### src/rtl/simul_axi_pkg.sv
// Shared constants for the simulation AXI trackers: burst type encodings and error-flag bit positions.
package simul_axi_pkg;

    localparam logic [1:0] BURST_FIXED = 2'd0;
    localparam logic [1:0] BURST_INCR  = 2'd1;
    localparam logic [1:0] BURST_WRAP  = 2'd2;
    localparam logic [1:0] BURST_RSVD  = 2'd3;

    localparam int unsigned ERR_W        = 5;
    localparam int unsigned ERR_LAST     = 0;
    localparam int unsigned ERR_OVERRUN  = 1;
    localparam int unsigned ERR_UNDERRUN = 2;
    localparam int unsigned ERR_WRAP_LEN = 3;
    localparam int unsigned ERR_ID       = 4;

    // WRAP bursts are only legal for 2, 4, 8 or 16 beats (len = beats - 1)
    function automatic logic wrap_len_ok(input logic [31:0] len);
        return (len == 32'd1) || (len == 32'd3) || (len == 32'd7) || (len == 32'd15);
    endfunction

endpackage

### src/rtl/simul_fifo.sv
// Simple synchronous FIFO; a pushed entry appears at the head (dout/valid) on the cycle after the push.
module simul_fifo #(
    parameter int unsigned WIDTH = 8,
    parameter int unsigned DEPTH = 16
) (
    input  logic             clk,
    input  logic             reset,
    input  logic             push,
    input  logic             pop,
    input  logic [WIDTH-1:0] din,
    output logic [WIDTH-1:0] dout,
    output logic             valid,
    output logic             full
);

    localparam int unsigned PTR_W = (DEPTH > 1) ? $clog2(DEPTH) : 1;
    localparam int unsigned CNT_W = $clog2(DEPTH + 1);

    logic [WIDTH-1:0] mem [DEPTH];
    logic [PTR_W-1:0] wr_ptr;
    logic [PTR_W-1:0] rd_ptr;
    logic [CNT_W-1:0] count;
    logic             do_push;
    logic             do_pop;

    function automatic logic [PTR_W-1:0] ptr_inc(input logic [PTR_W-1:0] p);
        return (p == PTR_W'(DEPTH - 1)) ? '0 : p + PTR_W'(1);
    endfunction

    assign full    = (count == CNT_W'(DEPTH));
    assign valid   = (count != '0);
    assign do_push = push && !full;
    assign do_pop  = pop && valid;
    assign dout    = mem[rd_ptr];

    always_ff @(posedge clk or posedge reset) begin
        if (reset) begin
            wr_ptr <= '0;
            rd_ptr <= '0;
            count  <= '0;
        end else begin
            if (do_push) wr_ptr <= ptr_inc(wr_ptr);
            if (do_pop)  rd_ptr <= ptr_inc(rd_ptr);
            case ({do_push, do_pop})
                2'b10:   count <= count + CNT_W'(1);
                2'b01:   count <= count - CNT_W'(1);
                default: count <= count;
            endcase
        end
    end

    // Storage needs no reset: only entries between the pointers are ever read
    always_ff @(posedge clk) begin
        if (do_push) mem[wr_ptr] <= din;
    end

endmodule

### src/rtl/simul_axi_read_tracker.sv
// Tracks AXI read bursts: queues AR commands, regenerates per-beat word addresses and flags protocol errors.
// Define SIMUL_AXI_READ_ID_CHECK_EN to also compare RID against the burst's ARID.
module simul_axi_read_tracker
    import simul_axi_pkg::*;
#(
    parameter int unsigned ADDR_W     = 10,
    parameter int unsigned LEN_W      = 4,
    parameter int unsigned ID_W       = 6,
    parameter int unsigned FIFO_DEPTH = 64
) (
    input  logic              clk,
    input  logic              reset,
    input  logic              rcmd,
    input  logic [ADDR_W-1:0] raddr,
    input  logic [LEN_W-1:0]  rlen,
    input  logic [1:0]        rburst,
    input  logic [ID_W-1:0]   arid,
    input  logic              data_stb,
    input  logic              last,
    input  logic [ID_W-1:0]   rid,
    output logic [ADDR_W-1:0] addr_out,
    output logic              burst,
    output logic              err_out,
    output logic [ERR_W-1:0]  err_flags
);

    localparam int unsigned CMD_W = ID_W + 2 + LEN_W + ADDR_W;

    logic [CMD_W-1:0]  cmd_in;
    logic [CMD_W-1:0]  head;
    logic              head_valid;
    logic              fifo_full;
    logic              push;
    logic              pop;
    logic [ADDR_W-1:0] head_addr;
    logic [LEN_W-1:0]  head_len;
    logic [1:0]        head_type;
    logic [ID_W-1:0]   head_id;

    logic              burst_r;
    logic [LEN_W-1:0]  left_r;
    logic [ADDR_W-1:0] addr_r;
    logic [1:0]        type_r;
    logic [LEN_W-1:0]  len_r;

    logic              start_c;
    logic              beat_c;
    logic              gen_last_c;
    logic              wrap_bad_c;
    logic              id_err_c;
    logic [1:0]        head_eff_c;
    logic [1:0]        cur_type_c;
    logic [LEN_W-1:0]  cur_len_c;
    logic [ADDR_W-1:0] next_addr_c;
    logic [ERR_W-1:0]  cause_c;

    // Next beat address; WRAP relies on len being 2^k-1 so len doubles as the in-block mask
    function automatic logic [ADDR_W-1:0] next_addr(input logic [ADDR_W-1:0] a,
                                                    input logic [1:0]        typ,
                                                    input logic [LEN_W-1:0]  len);
        logic [ADDR_W-1:0] mask;
        mask = ADDR_W'(len);
        case (typ)
            BURST_FIXED: next_addr = a;
            BURST_WRAP:  next_addr = (a & ~mask) | ((a + ADDR_W'(1)) & mask);
            default:     next_addr = a + ADDR_W'(1);
        endcase
    endfunction

    assign cmd_in = {arid, rburst, rlen, raddr};
    assign push   = rcmd && !fifo_full;
    assign pop    = start_c;

    simul_fifo #(
        .WIDTH (CMD_W),
        .DEPTH (FIFO_DEPTH)
    ) u_cmd_fifo (
        .clk   (clk),
        .reset (reset),
        .push  (push),
        .pop   (pop),
        .din   (cmd_in),
        .dout  (head),
        .valid (head_valid),
        .full  (fifo_full)
    );

    assign head_addr = head[ADDR_W-1:0];
    assign head_len  = head[ADDR_W +: LEN_W];
    assign head_type = head[ADDR_W + LEN_W +: 2];
    assign head_id   = head[ADDR_W + LEN_W + 2 +: ID_W];

    always_comb begin
        start_c     = head_valid && data_stb && !burst_r;
        beat_c      = data_stb && (burst_r || head_valid);
        wrap_bad_c  = (head_type == BURST_WRAP) && !wrap_len_ok(32'(head_len));
        head_eff_c  = (wrap_bad_c || (head_type == BURST_RSVD)) ? BURST_INCR : head_type;
        cur_type_c  = start_c ? head_eff_c : type_r;
        cur_len_c   = start_c ? head_len : len_r;
        gen_last_c  = 1'b0;
        if (burst_r)      gen_last_c = (left_r == LEN_W'(1));
        else if (start_c) gen_last_c = (head_len == '0);
        addr_out    = start_c ? head_addr : addr_r;
        burst       = burst_r || start_c;
        next_addr_c = next_addr(addr_out, cur_type_c, cur_len_c);
    end

    always_comb begin
        cause_c               = '0;
        cause_c[ERR_LAST]     = data_stb && (last != gen_last_c);
        cause_c[ERR_OVERRUN]  = rcmd && fifo_full;
        cause_c[ERR_UNDERRUN] = data_stb && !beat_c;
        cause_c[ERR_WRAP_LEN] = start_c && wrap_bad_c;
        cause_c[ERR_ID]       = id_err_c;
    end

`ifdef SIMUL_AXI_READ_ID_CHECK_EN
    logic [ID_W-1:0] id_r;

    always_ff @(posedge clk or posedge reset) begin
        if (reset)        id_r <= '0;
        else if (start_c) id_r <= head_id;
    end

    assign id_err_c = beat_c && (rid != (start_c ? head_id : id_r));
`else
    logic id_unused;
    assign id_unused = ^{rid, head_id};
    assign id_err_c  = 1'b0;
`endif

    // Burst state: a single-beat burst never sets burst_r
    always_ff @(posedge clk or posedge reset) begin
        if (reset) begin
            burst_r   <= 1'b0;
            left_r    <= '0;
            addr_r    <= '0;
            type_r    <= BURST_FIXED;
            len_r     <= '0;
            err_out   <= 1'b0;
            err_flags <= '0;
        end else begin
            if (start_c) begin
                burst_r <= (head_len != '0);
                left_r  <= head_len;
                type_r  <= head_eff_c;
                len_r   <= head_len;
                addr_r  <= next_addr_c;
            end else if (burst_r && data_stb) begin
                left_r <= left_r - LEN_W'(1);
                addr_r <= next_addr_c;
                if (gen_last_c) burst_r <= 1'b0;
            end
            err_out   <= |cause_c;
            err_flags <= err_flags | cause_c;
        end
    end

endmodule

### config.mk
export PLATFORM = sky130hd
export DESIGN_NAME = simul_axi_read_tracker
export DESIGN_NICKNAME = d
export VERILOG_FILES = /design/src/rtl/simul_axi_pkg.sv /design/src/rtl/simul_fifo.sv /design/src/rtl/simul_axi_read_tracker.sv
export SDC_FILE = /design/constraint.sdc
export NUM_CORES = 1
export LEC_CHECK = 0
export CAP_MARGIN = 20
export CORE_MARGIN = 4
export CORE_UTILIZATION = 40
export CTS_CLUSTER_DIAMETER = 200
export DETAILED_ROUTE_END_ITERATION = 10
export HOLD_SLACK_MARGIN = 0.15
export SLEW_MARGIN = 20
export SYNTH_ARGS = -nofsm -noshare
export SYNTH_HDL_FRONTEND = slang
export SYNTH_SLANG_ARGS = --single-unit
### constraint.sdc
create_clock -name clk -period 4 [get_ports clk]
set_input_delay 0.8 -clock clk [delete_from_list [all_inputs] [get_ports clk]]
set_output_delay 0.8 -clock clk [all_outputs]
set_load 0.01 [all_outputs]
# Word-level counts from Yosys, hierarchy flattened
# Memory sizes are Yosys's and may differ from the RTL's.
# Cells that the tools add are included.
[word_totals] register_bits=46 mem_bits_rw=1408 output_inout_bits=17 word_cells=86 n_memories=1
[memory_table] memory="u_cmd_fifo.mem" words=64 width=22 rd=1 rd_clocked_by_memory_dff=0 wr=1 line="simul_fifo.sv:19" text="logic [WIDTH-1:0] mem [DEPTH];"
[classes] addsub=6 eq_ne=14 mux=19 n_bitwise=5 n_reduce_logical=31
[ops] op="two-way mux 10 bit" count=3
[ops] op="case mux 10 bit (2 select lines)" count=1
[ops] op="case mux 7 bit (2 select lines)" count=1
[ops] op="adder 6 x 1 -> 6 bit, second input constant" count=2
[ops] op="equality test 6 bit, second input constant" count=2
[ops] op="logical AND 1 bit" count=12
[ops] op="two-way mux 4 bit" count=3
[ops] op="two-way mux 6 bit" count=2
[ops] op="adder 10 x 1 -> 10 bit, second input constant" count=1
[ops] op="AND 10 bit" count=1
[ops] op="AND 10 x 4 -> 10 bit" count=1
[ops] op="NOT 4 -> 10 bit" count=1
[ops] op="OR 10 bit" count=1
[ops] op="equality test 2 bit, second input constant" count=4
[ops] op="equality test 4 x 1 -> 1 bit, second input constant" count=2
[ops] op="adder 7 x 1 -> 7 bit, second input constant" count=1
[ops] op="equality test 7 bit, second input constant" count=1
[ops] op="two-way mux 1 bit" count=7
[ops] op="nonzero test 7 bit" count=1
[ops] op="subtractor 7 x 1 -> 7 bit, second input constant" count=1
[ops] op="logical OR 1 bit" count=6
[ops] op="nonzero test 2 bit" count=3
[ops] op="OR 5 x 4 -> 5 bit" count=1
[ops] op="equality test 4 x 2 -> 1 bit, second input constant" count=1
[ops] op="12 further kinds" count=16

# Logic depth before layout (Yosys ltp)
# Gate-level depths: netlist of run 1.
# An unclocked memory read counts as a cell.
[depth] depth_word=14 depth_mapped=17 mapped_depth_nobuf=16

# By module
# From an unflattened synthesis of run 1, not the netlist that was laid out.
[unflattened] hier_cells=2646 hier_area_um2=56575.5
[modules_own_cells] module="simul_fifo" n_inst=1 cells_each=2435 area_per_inst_um2=54756.3 seq_area_each_um2=42756.0
[modules_own_cells] module="simul_axi_read_tracker" n_inst=1 cells_each=211 area_per_inst_um2=1819.2 seq_area_each_um2=650.6

# Worst setup path before layout of run 1
# Ideal clock, no wire load.
[synth_path] path_kind="flip-flop to output port" from="register u_cmd_fifo.rd_ptr[0]" to="output port addr_out[9]" t_arrival_ns=2.834 required_time_ns=3.200 slack_ns=0.366 stages_incl_launch_ff=11 path_buffers=5 path_cell_list="dfrtp_1 -> buf_6 -> buf_6 -> buf_6 -> buf_4 -> buf_2 -> mux4_2 -> mux4_2 -> mux2i_1 -> nor3_1 -> a221o_1"
[synth_via] elab_chain_cells=2
[synth_rtl] item="start: declaration" line="simul_fifo.sv:21" text="logic [PTR_W-1:0] rd_ptr;"
[synth_rtl] item="start signal: assignment" line="simul_fifo.sv:43" text="if (do_pop) rd_ptr <= ptr_inc(rd_ptr);"
[synth_rtl] item="memory read (64 x 22 bit)"
[synth_rtl] item="two-way mux 10 bit" line="simul_axi_read_tracker.sv:103" text="addr_out = start_c ? head_addr : addr_r;"
[synth_rtl] item="end: declaration" line="simul_axi_read_tracker.sv:21" text="output logic [ADDR_W-1:0] addr_out,"
# No other way between the ends.

# Worst setup path in the final report of run 1
[layout_path] from="register u_cmd_fifo.rd_ptr[0]" to="output port addr_out[3]"
# The elaborated chain is that of the path after synthesis.

==> results_dict.tcl, run 1 <==
set metrics [dict create \
    power_frac_seq_pct 39.6 \
    holdWs_ps 472 \
    nets 2434 \
    fin_ws_ps -405 \
    grt_pass1_wl_um 155000 \
    async_reset_ff_share_pct 4.21 \
    slew_viol_final 0 \
    gr-usage-all-layers_pct 19.2 \
    synth_ff_type "edfxtp_1" \
    rsz0062_at_grt "true" \
    avgSynthCellArea_um2 20.7 \
    port_buffers 36 \
    synthTopCellsByArea "edfxtp_1, mux4_2, dfrtp_1, mux2i_1, nor2_1" \
    via_per_inst 5.66 \
    p_sw_share_pct 29.2 \
    layout_min_cycle_time_ps 4410 \
    fin_crit_sh_pct 110 \
    postCtsHoldBufs 0 \
    clkTransAtPathRegs_ps 60 \
    pwr-share-clk_pct 29.3 \
    ys_seq_elements 1069 \
    setup_viol 13 \
    clock_latency_ps 680 \
    die_area_um2 111000 \
    clock_skew_ps 28.6 \
    fin_util_pct 48.3 \
    routed_wl_um 107000 \
    root_buffer "clkbuf_16" \
    power_density_nw_per_um2 658 \
    final_layout_size_suffix_gt1_share_pct 33.4 \
    overflow 0 \
    dp.cells 3611 \
    violations "setup timing" \
    synth_top_area_share_pct 73.0 \
    cts_max_path_buffers 3 \
    grt_antenna_before_repair 3 \
    worst_slew_pin_slew_ps 1080 \
    drc 0 \
    yosysUniqueCellTypes 69 \
    p_leak_nw 16.4 \
    hold_viol_final 0 \
    rows 118 \
    relSlewSlack_pct 27.9 \
    seq_area_frac_synth_pct 75.7 \
    synth_common_cells "edfxtp_1, mux4_2, nor2_1" \
    ir_drop_mv 0.430 \
    gp_congestion 0.862 \
    cts_tree "done" \
    instances_no_fill 3858 \
    cap_violations 0 \
    dp_hpwl_um 66000 \
    crit_path_end_kind "primary output" \
    cp.required_ps 3200 \
    syn_inst 2038 \
    hp-class "register to register" \
    drt_first_pass_iters 5 \
    vias 21840 \
    syn2layout_area_growth_pct 19.3 \
    cp_max_fo 6 \
    dieWidth_um 332 \
    drt_iter0_markers 2117 \
    p_int_w 0.0234 \
    combPwrFrac_pct 31.0 \
    worstPathArrival_ps 3610 \
    synth_edf_count 1024 \
    clkSinkCount 1069 \
    fmax_mhz 227 \
    wire_per_inst_um 27.8 \
    core_um2 104000 \
    start_util_pct 40.5 \
    status "finished, violations left" \
    grt_max_degree 65 \
    syn-num-nets 2083 \
    cts-buffers-inserted 106 \
    synth.most_common_cell "edfxtp_1" \
    p_sw_w 0.00965 \
    ant_nets 0 \
    htree_levels 3 \
    criticalPathCategory "register to primary output" \
    die_height_um 332 \
    first_global_vias 21987 \
    pin_count 50 \
    startpoint_type "register" \
    yosys.area.top_type "edfxtp_1" \
    yosys_warnings 0 \
    syn_area_um2 42100 \
]
==> layer usage <==
metal  wire length [um]  global-route usage, %  part of all wire, %
met1              45800                   27.4                   43
met2              51600                   30.6                   48
met3               7500                   3.24                  7.0
met4               2490                   5.55                  2.3
met5                 13                      0                0.012
==> cells in the final DEF, fill, tap and decap left out, types with 20 or more instances in the layout <==
cell type / instances
a21oi_1: 22
a22oi_1: 26
buf_12: 34
buf_4: 250
buf_6: 28
clkbuf_16: 107
clkinv_1: 21
clkinv_2: 23
dfrtp_1: 41
edfxtp_1: 1024
inv_1: 20
mux2i_1: 86
mux4_2: 244
nand2_1: 71
nand3_1: 22
nor2_1: 85
o21ai_0: 21
==> repair_timing <==
item	4_1_cts	5_1_grt
pin swaps	18	26
buffers inserted	28	21
endpoints found under the hold margin	0	0
endpoints found under the setup margin	11	20
gates cloned	5	2
gates resized for setup	120	42
==> cell type report <==
class / count / area (um^2)
fill: 8426 / 53900
sequential: 1069 / 31900
multi-input combinational: 835 / 9820
timing repair buffer: 353 / 3310
clock buffer: 123 / 2720
tap: 1380 / 1730
clock inverter: 72 / 679
inverter: 24 / 91.3
antenna: 2 / 5.00
==> critical path: stages, from the launching register on <==
cell	delay, ps
dfrtp_4	490
buf_12	160
buf_16	160
buf_4	140
buf_8	120
bufbuf_16	260
mux4_2	430
mux4_2	500
nand2b_4	170
o21ai_4	100
buf_6	160
o31ai_4	70
buf_6	140
==> sequential cells by signal (all words and copies together), names as in the netlist, 2 cells and up <==
signal and count:
u_cmd_fifo.mem 1024, addr_r 10, u_cmd_fifo.count 7, u_cmd_fifo.rd_ptr 6, u_cmd_fifo.wr_ptr 6, err_flags 4, left_r 4, len_r 4
type_r 2
==> through the flow <==
step | setup WS, ps | total power, W | area, um^2 | setup TNS, ps
final | -405 | 0.0330 | 50200 | -3340
after floorplan | 366 | 0.0186 | 42100 | 0
after CTS | -450 | 0.0329 | 49900 | -3110
after global placement | -104 | 0.0223 | 45800 | -506
after detailed placement | -141 | 0.0224 | 45800 | -617
after global routing | -464 | 0.0343 | 50200 | -4500
==> power by group through the flow <==
stage	sequential (W)	combinational (W)	clock, W
global placement	0.0133	0.00897	0
global route	0.0131	0.0108	0.0104
floorplan	0.0132	0.00541	0
detailed placement	0.0133	0.00908	0
CTS	0.0131	0.00994	0.00986
finish	0.0131	0.0103	0.00969
==> worst paths after layout <==
kind	slack (ps)	cells past startpoint	endpoint	from
hold / removal	470	1	err_flags[0]$_DFF_PP0_	err_flags[0]$_DFF_PP0_
hold reg to reg	470	1	err_flags[0]$_DFF_PP0_	err_flags[0]$_DFF_PP0_
setup / recovery	-410	12	addr_out[3]	u_cmd_fifo.rd_ptr[0]$_DFFE_PP0P_
min in group asynchronous	590	2	len_r[3]$_DFF_PP0_	reset
setup reg to reg	-100	17	addr_r[1]$_DFFE_PP0P_	u_cmd_fifo.rd_ptr[0]$_DFFE_PP0P_
max in group asynchronous	2800	2	u_cmd_fifo.rd_ptr[2]$_DFFE_PP0P_	reset
==> logic make-up after synthesis <==
family / Yosys count / share of synthesized area, %
adders and majority gates: 12 / 0.374
and+or+nand+nor: 256 / 2.78
muxes: 341 / 15.4
xor gates and xnor gates: 19 / 0.395
buffers and inverters: 134 / 1.87
DFF: 1069 / 75.7
AOI/OAI and AO/OA: 206 / 3.49
other: 1 / 0.00891
(Power assumes the default switching activity.)
==> inputs of run 2 (changes only) <==
Settings changed: RECOVER_POWER from default to 25.
==> run 2 against run 1 <==
  * Combinational power about the same
  * The run ends with capacitance limit, slew limit, setup timing left
  * Critical path type unchanged
  * Utilization decreased by 0.052 points
  * Clock skew about the same
  * Worst hold slack barely moved
  * Critical endpoint unchanged
==> results_dict.tcl, run 2 (synthesis gave the netlist of run 1 again) <==
set metrics [dict create \
    fmax_mhz 227 \
    pwr-share-clk_pct 29.3 \
    instances_no_fill 3859 \
    clkSinkCount 1069 \
    core_um2 104000 \
    p_sw_w 0.00965 \
    clkTransAtPathRegs_ps 60 \
    relSlewSlack_pct -105 \
    criticalPathCategory "register to primary output" \
    drc 0 \
    tns_ps -3330 \
    fin_crit_sh_pct 110 \
    dp.cells 3611 \
    drt_iter0_markers 2084 \
    rows 118 \
    p_leak_nw 16.3 \
    ant_nets 0 \
    wire_per_inst_um 27.9 \
    nets 2434 \
    p_sw_share_pct 29.2 \
    cts_max_path_buffers 3 \
    cap_violations 13 \
    grt_antenna_before_repair 3 \
    grt_pass1_wl_um 155000 \
    grt_max_degree 65 \
    clock_skew_ps 28.5 \
    largest_register_ff_count 1024 \
    layout_min_cycle_time_ps 4400 \
    root_buffer "clkbuf_16" \
    setup_viol 13 \
    clock_latency_ps 680 \
    slowest_stage "mux4_2" \
    drt_first_pass_iters 5 \
    rsz0062_at_grt "true" \
    cp.required_ps 3200 \
    whs_path_depth 1 \
    port_buffers 36 \
    vias 21874 \
    startpoint_type "register" \
    worstPathArrival_ps 3600 \
    dieWidth_um 332 \
    critPathBufInv 7 \
    hold_viol_final 0 \
    ir_drop_mv 0.429 \
    crit_path_end_kind "primary output" \
    start_util_pct 40.5 \
    dp_hpwl_um 66000 \
    overflow 0 \
    cp_max_fo 6 \
    hp-start "err_flags[0]$_DFF_PP0_" \
    gp_congestion 0.862 \
    reg2reg_depth 17 \
    reg_top3 "u_cmd_fifo.mem x1024, addr_r x10, u_cmd_fifo.count x7" \
    critPathTopFamily "buffers and inverters" \
    finalPower_w 0.0330 \
    die_height_um 332 \
    whs_endpoint "err_flags[0]$_DFF_PP0_" \
    status "finished, violations left" \
    top_register "u_cmd_fifo.mem" \
    r2r_start "u_cmd_fifo.rd_ptr[0]$_DFFE_PP0P_" \
    power_density_nw_per_um2 659 \
    p_int_w 0.0234 \
    cts_tree "done" \
    combPwrFrac_pct 31.0 \
    worstPathCellList "buf_12 > buf_16 > buf_4 > buf_8 > bufbuf_16 > mux4_2 > mux4_2 > nand2b_4 > o21ai_4 > buf_6 > o31ai_4 > buf_6" \
    worst_slew_pin_slew_ps 3070 \
    crit-reg2reg-capture "addr_r[1]$_DFFE_PP0P_" \
    gr-usage-all-layers_pct 19.2 \
    via_per_inst 5.67 \
    design_area_um2 50200 \
    pin_count 50 \
    slowest_delay_ps 500 \
    first_global_vias 21987 \
    mostFrequentLayoutCells "edfxtp_1, buf_4, mux4_2, clkbuf_16, mux2i_1" \
    syn2layout_area_growth_pct 19.2 \
    slew_viol_final 565 \
    routed_wl_um 108000 \
    crit_start "u_cmd_fifo.rd_ptr[0]$_DFFE_PP0P_" \
    violations "capacitance limit, slew limit, setup timing" \
    postCtsHoldBufs 0 \
    die_area_um2 111000 \
    fin_ws_ps -398 \
    cts-buffers-inserted 106 \
    hp-class "register to register" \
    final_layout_size_suffix_gt1_share_pct 32.8 \
    power_frac_seq_pct 39.7 \
    r2r_slack_ps -100 \
    layout_commonest_cell "edfxtp_1" \
    fin_util_pct 48.2 \
    place_area_um2 45800 \
    htree_levels 3 \
]
==> run 2: changes by cell type in the layout (fill, tap and decap cells not counted), sizes merged <==
cell / previous run / this run
clkbuf: 124 / 139
dlygate4sd3: 0 / 1
clkinv: 52 / 51
diode: 2 / 3
buf: 340 / 325
clkinvlp: 8 / 9
clkdlybuf4s50: 10 / 9
==> run 2: power by group through the flow <==
stage	clock (W)	combinational [W]	sequential, W
floorplan	0	0.00541	0.0132
global placement	0	0.00897	0.0133
detailed placement	0	0.00908	0.0133
CTS	0.00986	0.00994	0.0131
global route	0.0104	0.0108	0.0131
finish	0.00969	0.0103	0.0131
==> run 2: worst max-delay path by stage <==
stage / cells after the start / slack [ps] / endpoint
finish: 12 / -400 / addr_out[3]
global route: 12 / -460 / addr_out[3]
CTS: 11 / -450 / addr_out[9]
detailed placement: 13 / -140 / addr_out[7]
global placement: 8 / -100 / addr_out[4]
floorplan: 10 / 370 / addr_out[9]
==> run 2: what timing repair did <==
action	CTS	global route
endpoints found under the setup margin	11	20
pin swaps	18	26
resized for setup	120	42
buffers inserted	28	21
cloned	5	2
==> run 2: stage by stage <==
step | worst slack, ps | hold slack (ps)
6_report | -398 | 472
5_1_grt | -464 | 504
4_1_cts | -450 | 478
3_5_place_dp | -141 | 460
3_3_place_gp | -104 | 449
2_1_floorplan | 366 | 446
==> run 2: routing by layer <==
layer  part of all wire, %  wire, um  GRT usage (%)
met1                    42     45600           27.4
met2                    48     51700           30.6
met3                   7.3      7820           3.24
met4                   2.3      2470           5.55
met5                 0.012        13              0
==> run 2: final cells by class <==
type                    instances  area, um^2
clock inverters                72         679
flip-flops and latches       1069       31900
inverters                      24        91.3
well taps                    1380        1730
diodes                          3        7.51
clock buffers                 123        2720
fillers                      8437       53900
multi-input cells             835        9820
repair buffers                353        3250
==> inputs of run 3 (changes only) <==
Settings changed: SLEW_MARGIN 20 to 10.
==> run 3 against run 2 <==
  * The run still ends with capacitance limit, slew limit, setup timing left
  * Register-to-register slack better by 60 ps
  * Sequential power about the same
  * Worst hold slack better by 3.8 ps
  * Critical path depth unchanged
  * Global-route usage unchanged
  * Power about the same
  * Clock-buffer cell count unchanged
==> results_dict.tcl, run 3 (synthesis gave the netlist of run 1 again) <==
set metrics [dict create \
    via_per_inst 5.65 \
    gr-usage-all-layers_pct 19.2 \
    fin_util_pct 48.2 \
    port_buffers 36 \
    overflow 0 \
    reg2reg_depth 17 \
    drt_iter0_markers 2226 \
    root_buffer "clkbuf_16" \
    wire_per_inst_um 27.9 \
    clkSinkCount 1069 \
    met3_length_um 7490 \
    critPathTopFamily "buffers and inverters" \
    worstSetupEndpoint "addr_out[3]" \
    worst_slew_pin_slew_ps 3140 \
    dp_hpwl_um 66000 \
    htree_levels 3 \
    pin_count 50 \
    dp.cells 3611 \
    routed_wl_um 108000 \
    criticalPathCategory "register to primary output" \
    worstPathArrival_ps 3610 \
    hp-class "register to register" \
    r2r_start "u_cmd_fifo.rd_ptr[0]$_DFFE_PP0P_" \
    wl_met2_um 51600 \
    status "finished, violations left" \
    crit_path_end_kind "primary output" \
    die_area_um2 111000 \
    fmax_mhz 227 \
    clkTransAtPathRegs_ps 60 \
    syn2layout_area_growth_pct 19.2 \
    cts_tree "done" \
    start_util_pct 40.5 \
    drt-met1-wl_um 45900 \
    crit-reg2reg-capture "addr_r[3]$_DFFE_PP0P_" \
    top_register "u_cmd_fifo.mem" \
    ant_nets 0 \
    grt_antenna_before_repair 3 \
    grt_max_degree 65 \
    cp.required_ps 3200 \
    relSlewSlack_pct -109 \
    ir_drop_mv 0.429 \
    cp_max_fo 6 \
    dpl_worst_slack_ps -141 \
    postCtsHoldBufs 0 \
    fin_ws_ps -410 \
    crit_start "u_cmd_fifo.rd_ptr[0]$_DFFE_PP0P_" \
    maxUsedRoutingLayer "met5" \
    worstPathCellList "buf_12 > buf_16 > buf_4 > buf_8 > bufbuf_16 > mux4_2 > mux4_2 > nand2b_4 > o21ai_4 > buf_6 > o31ai_4 > buf_6" \
    slowest_stage "mux4_2" \
    r2r_slack_ps -40 \
    design_area_um2 50200 \
    drc 0 \
    startpoint_type "register" \
    slowest_delay_ps 500 \
    largest_register_ff_count 1024 \
    cts-buffers-inserted 106 \
    rsz0062_at_grt "true" \
    final_layout_size_suffix_gt1_share_pct 32.7 \
    grt_pass1_wl_um 155000 \
    clock_skew_ps 28.4 \
    dieWidth_um 332 \
    rows 118 \
    mostFrequentLayoutCells "edfxtp_1, buf_4, mux4_2, clkbuf_16, mux2i_1" \
    hold_viol_final 0 \
    cts_max_path_buffers 3 \
    place_area_um2 45800 \
    violations "capacitance limit, slew limit, setup timing" \
    die_height_um 332 \
    nets 2436 \
    setup_viol 13 \
    drt_first_pass_iters 6 \
    layout_commonest_cell "edfxtp_1" \
    first_global_vias 21987 \
    slew_viol_final 487 \
    clock_latency_ps 680 \
    core_um2 104000 \
    power_density_nw_per_um2 659 \
    fin_crit_sh_pct 110 \
    instances_no_fill 3860 \
    vias 21821 \
    gp_congestion 0.862 \
    cap_violations 12 \
    path_depth 12 \
    critPathBufInv 7 \
    layout_min_cycle_time_ps 4410 \
    p_leak_nw 16.4 \
    reg_top3 "u_cmd_fifo.mem x1024, addr_r x10, u_cmd_fifo.count x7" \
]
[run 3: report_power, final]
part	switching, W	leakage, nW	total [W]	internal [W]
clock network	0.00417	1.65	0.00970	0.00552
logic	0.00520	4.95	0.0102	0.00504
registers	0.000282	9.76	0.0131	0.0128
total	0.00966	16.4	0.0330	0.0234
[run 3: timing repair]
action,4_1_cts,5_1_grt
setup buffers,28,21
gates cloned,5,2
pin swaps,18,26
endpoints found under the setup margin,11,20
hold endpoints to repair,0,0
resized for setup,120,42
[run 3: metal layers]
metal | GRT usage (%) | vias to the layer above
met1 | 27.4 | 11670
met2 | 30.6 | 826
met3 | 3.24 | 144
li1 | - | 9179
met4 | 5.55 | 2
met5 | 0 | -
[run 3: cell type report]
| cell class | instances | area, um^2 |
|---|---|---|
| sequential | 1069 | 31900 |
| timing repair buffer | 355 | 3260 |
| fill | 8440 | 53900 |
| clock buffer | 123 | 2720 |
| tap | 1380 | 1730 |
| clock inverter | 72 | 679 |
| multi-input combinational | 835 | 9820 |
| antenna | 2 | 5.00 |
| inverter | 24 | 90.1 |
[run 3: how the worst min path moves through the flow]
stage                                start                      to  slack (ps)  cells after the start
global route        err_flags[0]$_DFF_PP0_  err_flags[0]$_DFF_PP0_         500                      1
global placement    err_flags[1]$_DFF_PP0_  err_flags[1]$_DFF_PP0_         450                      1
CTS                 err_flags[0]$_DFF_PP0_  err_flags[0]$_DFF_PP0_         480                      1
floorplan               len_r[3]$_DFF_PP0_      len_r[3]$_DFF_PP0_         450                      1
finish              err_flags[0]$_DFF_PP0_  err_flags[0]$_DFF_PP0_         480                      1
detailed placement  err_flags[0]$_DFF_PP0_  err_flags[0]$_DFF_PP0_         460                      1
[run 3: per-stage QoR]
stage / TNS, ps / hold slack (ps) / power, W
final: -3230 / 475 / 0.0330
after global routing: -4420 / 504 / 0.0343
after CTS: -3110 / 478 / 0.0329
after detailed placement: -617 / 460 / 0.0224
after global placement: -506 / 449 / 0.0223
after floorplan: 0 / 446 / 0.0186
